==> src/rtl/bg_scroll_map.sv <==
// -----------------------------------------------------------------------------
// bg_scroll_map
// Pipelined background generator for the VGA pixel path. It maps each pixel
// coordinate to an RGB444 colour. Rows at or above the horizon are sky. Rows
// below the horizon show a two-colour checkered ground. The ground scrolls
// horizontally by an offset that is updated once per frame.
//
// Optional feature macro: BG_PALETTE_WR_EN
//   Defined   : adds run-time writable palette registers (pal_we/pal_sel/pal_data).
//   Undefined : colours are the parameter constants.
//
// Ports
//   clock        in   1    pixel clock, rising edge
//   reset        in   1    synchronous, active-high
//   x            in   X_W  pixel column, sampled when pix_valid=1
//   y            in   Y_W  pixel row, sampled when pix_valid=1
//   pix_valid    in   1    x/y belong to the active area
//   frame_start  in   1    one-cycle pulse per frame
//   scroll_en    in   1    allow offset update at frame_start
//   scroll_step  in   8    unsigned offset increment per frame
//   pal_we       in   1    palette write strobe     (BG_PALETTE_WR_EN only)
//   pal_sel      in   2    0 sky, 1 ground, 2 alt   (BG_PALETTE_WR_EN only)
//   pal_data     in   12   new palette colour       (BG_PALETTE_WR_EN only)
//   out          out  12   {r[3:0],g[3:0],b[3:0]}
//   out_valid    out  1    out belongs to an active pixel
//
// Latency: a sample taken at edge N appears on out/out_valid after edge N+2.
// -----------------------------------------------------------------------------
module bg_scroll_map #(
  parameter int          X_W       = 12,
  parameter int          Y_W       = 11,
  parameter int          GROUND_Y  = 700,
  parameter int          TILE_LOG2 = 4,
  parameter logic [11:0] SKY_COLOR = 12'h000,
  parameter logic [11:0] GND_COLOR = 12'h681,
  parameter logic [11:0] GND_ALT   = 12'h570
) (
  input  logic           clock,
  input  logic           reset,
  input  logic [X_W-1:0] x,
  input  logic [Y_W-1:0] y,
  input  logic           pix_valid,
  input  logic           frame_start,
  input  logic           scroll_en,
  input  logic [7:0]     scroll_step,
`ifdef BG_PALETTE_WR_EN
  input  logic           pal_we,
  input  logic [1:0]     pal_sel,
  input  logic [11:0]    pal_data,
`endif
  output logic [11:0]    out,
  output logic           out_valid
);

  // Checker parity: tiles alternate on the TILE_LOG2 bit of both axes.
  function automatic logic tile_par(input logic [X_W-1:0] sx, input logic [Y_W-1:0] yy);
    return sx[TILE_LOG2] ^ yy[TILE_LOG2];
  endfunction

  logic [X_W-1:0] scroll_off_r;
  logic [X_W-1:0] sx_r;
  logic [Y_W-1:0] y0_r;
  logic           v0_r;
  logic [11:0]    col1_r;
  logic           v1_r;

  logic [11:0]    sky_s;
  logic [11:0]    gnd_s;
  logic [11:0]    alt_s;
  logic [11:0]    col_s;
  logic           is_gnd_s;
  logic           par_s;

`ifdef BG_PALETTE_WR_EN
  logic [11:0] pal_sky_r;
  logic [11:0] pal_gnd_r;
  logic [11:0] pal_alt_r;

  // Palette registers; a write is seen by the stage-1 lookup one edge later.
  always_ff @(posedge clock) begin
    if (reset) begin
      pal_sky_r <= SKY_COLOR;
      pal_gnd_r <= GND_COLOR;
      pal_alt_r <= GND_ALT;
    end else if (pal_we) begin
      case (pal_sel)
        2'd0:    pal_sky_r <= pal_data;
        2'd1:    pal_gnd_r <= pal_data;
        2'd2:    pal_alt_r <= pal_data;
        default: ; // selector 3 is reserved and ignored
      endcase
    end
  end

  assign sky_s = pal_sky_r;
  assign gnd_s = pal_gnd_r;
  assign alt_s = pal_alt_r;
`else
  assign sky_s = SKY_COLOR;
  assign gnd_s = GND_COLOR;
  assign alt_s = GND_ALT;
`endif

  // Per-frame scroll offset; the sample on the same edge still sees the old value.
  always_ff @(posedge clock) begin
    if (reset) begin
      scroll_off_r <= {X_W{1'b0}};
    end else if (frame_start && scroll_en) begin
      scroll_off_r <= scroll_off_r + {{(X_W-8){1'b0}}, scroll_step};
    end
  end

  // Stage 0: capture the scrolled column (wraps mod 2**X_W), the row and valid.
  always_ff @(posedge clock) begin
    if (reset) begin
      sx_r <= {X_W{1'b0}};
      y0_r <= {Y_W{1'b0}};
      v0_r <= 1'b0;
    end else begin
      sx_r <= x + scroll_off_r;
      y0_r <= y;
      v0_r <= pix_valid;
    end
  end

  // Stage 1 colour select; blanked samples are forced to black.
  always_comb begin
    is_gnd_s = (y0_r > Y_W'(GROUND_Y));
    par_s    = tile_par(sx_r, y0_r);
    col_s    = 12'h000;
    if (!v0_r) begin
      col_s = 12'h000;
    end else if (!is_gnd_s) begin
      col_s = sky_s;
    end else if (par_s) begin
      col_s = alt_s;
    end else begin
      col_s = gnd_s;
    end
  end

  // Stage 1 register.
  always_ff @(posedge clock) begin
    if (reset) begin
      col1_r <= 12'h000;
      v1_r   <= 1'b0;
    end else begin
      col1_r <= col_s;
      v1_r   <= v0_r;
    end
  end

  // Stage 2: registered outputs.
  always_ff @(posedge clock) begin
    if (reset) begin
      out       <= 12'h000;
      out_valid <= 1'b0;
    end else begin
      out       <= col1_r;
      out_valid <= v1_r;
    end
  end

endmodule

==> config.mk <==
export PLATFORM = sky130hd
export DESIGN_NAME = bg_scroll_map
export DESIGN_NICKNAME = d
export VERILOG_FILES = /design/src/rtl/bg_scroll_map.sv
export SDC_FILE = /design/constraint.sdc
export NUM_CORES = 1
export LEC_CHECK = 0
export ABC_AREA = 1
export BUFFER_PORTS_ARGS = -buffer_cell sky130_fd_sc_hd__buf_2
export CAP_MARGIN = 20
export CORE_UTILIZATION = 35
export DETAILED_ROUTE_END_ITERATION = 12
export MAX_ROUTING_LAYER = met4
export RECOVER_POWER = 25
export SLEW_MARGIN = 40
export SYNTH_ARGS = -nofsm -noshare
export SYNTH_HDL_FRONTEND = slang
export SYNTH_SLANG_ARGS = --single-unit
==> constraint.sdc <==
create_clock -name clock -period 1.66 [get_ports clock]
set_input_delay 0.166 -clock clock [delete_from_list [all_inputs] [get_ports clock]]
set_output_delay 0.166 -clock clock [all_outputs]
set_load 0.02 [all_outputs]
==> results.cfg <==
[cts]
tritoncts = done
cts_buffers = 3
cts_hold_buffers = 0
htree_levels = 1
cts_root_buf = clkbuf_4
clk_latency_ns = 0.32
post-cts-setup-buffers = 0
clockBufferDepth = 2
ctsResizeCount = 0
path_clk_slew_ns = 0.14
clock-sinks = 26

[critical_path]
required_ns = 1.87
max_stage_delay_ns = 0.39
end_kind = flip-flop
cp_slowest_cell = fa_1
crit_type = reg -> reg
worstPathArrival_ns = 1.73
cp-start-kind = flip-flop
crit_chain = ha_1, inv_1, fa_1, inv_1, nand2_1, nand2_1, nand2_1, nand2_1, nand2_1, nand2_1, a21oi_2
crit_family = adder cells
cp_common_cell = nand2_1
crit_buf_inv = 2
cp_max_fo = 3

[routing]
wire_per_inst_um = 7.96
ant_nets = 0
route.detailed.drc = 0
vias = 941
finalWirelength_um = 1840
firstDrtPassIters = 4
drt_iter0_drc = 9
viasPerCell = 4.07

[floorplanning]
die_h_um = 60.6
fp.dieW_um = 60.6
ios = 49
dieArea_mm2 = 0.00367
core_mm2 = 0.00315
rows = 20
initial_core_util = 0.381

[synth]
yosysWarningCount = 0
syn_avg_cell_area_um2 = 7.64
synth_cells = 157
ys_ff_latch = 26
ys_types = 24
yosysSeqAreaShare = 0.434
syn-cell-area_mm2 = 0.00120

[final_layout]
antenna_cells = 0
final_layout_size_suffix_gt1_frac = 0.262
fin_cells = 231
multi_input_area_um2 = 469
final_util = 0.446
final_nets = 232
seqCellArea_um2 = 522
fillers = 320
syn2layout_area_growth_pct = 17.2

[pwr]
power.leakage_uw = 0.000778
p_total_uw = 1270
ir_drop_mv = 0.323
p_per_area_mw_per_mm2 = 904

[global_route]
grt_max_degree = 20
grt_pass1_vias = 801
grt_pass1_wl_um = 3180
grt-ovfl-total = 0
grt_antenna_before_repair = 0
grt_usage = 0.122

[status]
status = finished, final reports clean

[min_path]
hp-class = in -> reg

[timing]
finalMaxSlewViolations = 0
post-route-period-util = 0.916
finalSetupViolations = 0
fmax_mhz = 658
skew_ns = 0.00165
setup_tns_ns = 0
hold_ws_ns = 0.0310
timing.final.crit_period_ns = 1.52
rsz0062_at_grt = false
hold_viol_final = 0

[placement]
dp_hpwl_um = 1460
io_buffers = 34
place_inst = 227
gp_congestion = 0.806

[run]
drv_cap = 0
## layout by cell type (no fill, tap or decap), drive strengths merged, types with 3 or more instances in the layout
master and count:
inv 33, nor2 31, ha 7, nand3 8, buf 34, o21ai 4, a21oi 8, nand2 21
conb 4, clkbuf 3, dfxtp 26
## synthesized netlist by cell type (all sizes together)
library cell  instances  area (um2)
a21oi                 8        43.8
buf                  11        83.8
clkinv                2        13.8
conb                  1        3.75
dfxtp                26         521
fa                    1        20.0
ha                    7        87.6
inv                  33         124
nand2                21        83.8
nand3                 8        45.0
nor2                 31         121
o21ai                 4        20.0
or2                   1        6.26
xnor2                 2        17.5
xor2                  1        8.76
## cell families after synthesis
family,after synthesis,synth area share
fa+ha+maj,8,0.0897
simple gates,61,0.214
buf+inv,46,0.185
other cells,1,0.00313
flops,26,0.434
compound gates,12,0.0532
xor+xnor,3,0.0219
## report_power, final
part	total [uW]	switching (uW)	internal [uW]	leakage, uW
registers	673	17.2	655	0.000215
logic	167	94.1	73.0	0.000536
clock network	431	187	244	0.0000279
## through the flow
stage,cell area (um2),setup WS [ns]
2_1_floorplan,1210,0.248
3_3_place_gp,1350,0.137
3_5_place_dp,1350,0.121
4_1_cts,1410,0.0923
5_1_grt,1410,0.0318
6_report,1410,0.140
## final timing paths
| path | startpoint | end | slack [ns] | depth (start not counted) |
|---|---|---|---|---|
| worst min register to register | v1_r | out_valid | 0.41 | 2 |
| worst min-delay path | y[5] | y0_r[5] | 0.03 | 3 |
| worst max-delay path | scroll_off_r[0] | scroll_off_r[4] | 0.14 | 11 |
| worst max register to register | scroll_off_r[0] | scroll_off_r[4] | 0.14 | 11 |
## cell type report
class,count,share of cell area
Timing Repair Buffer,34,0.121
Clock inverter,1,0.0214
Inverter,35,0.0979
Tap cell,44,0.0391
Sequential cell,26,0.371
Multi-Input combinational cell,88,0.334
Clock buffer,3,0.0160
## registers in the layout (all words and copies together), names as in the netlist
signal / cells
y0_r: 11
scroll_off_r: 5
col1_r: 3
out: 3
out_valid: 1
sx_r: 1
v0_r: 1
v1_r: 1
## routing by layer
metal	up-vias	GRT usage	routed length (um)
met2	20	0.201	893
met4	0	0.0682	25
met3	2	0.0128	54
met1	407	0.144	866
met5	-	-	0
li1	512	-	-
## tightest hold or removal path, stage by stage
cell	delay, ns
buf_2	0.09
inv_1	0.04
nor2_1	0.03
Power figures use the tool's default switching activity.
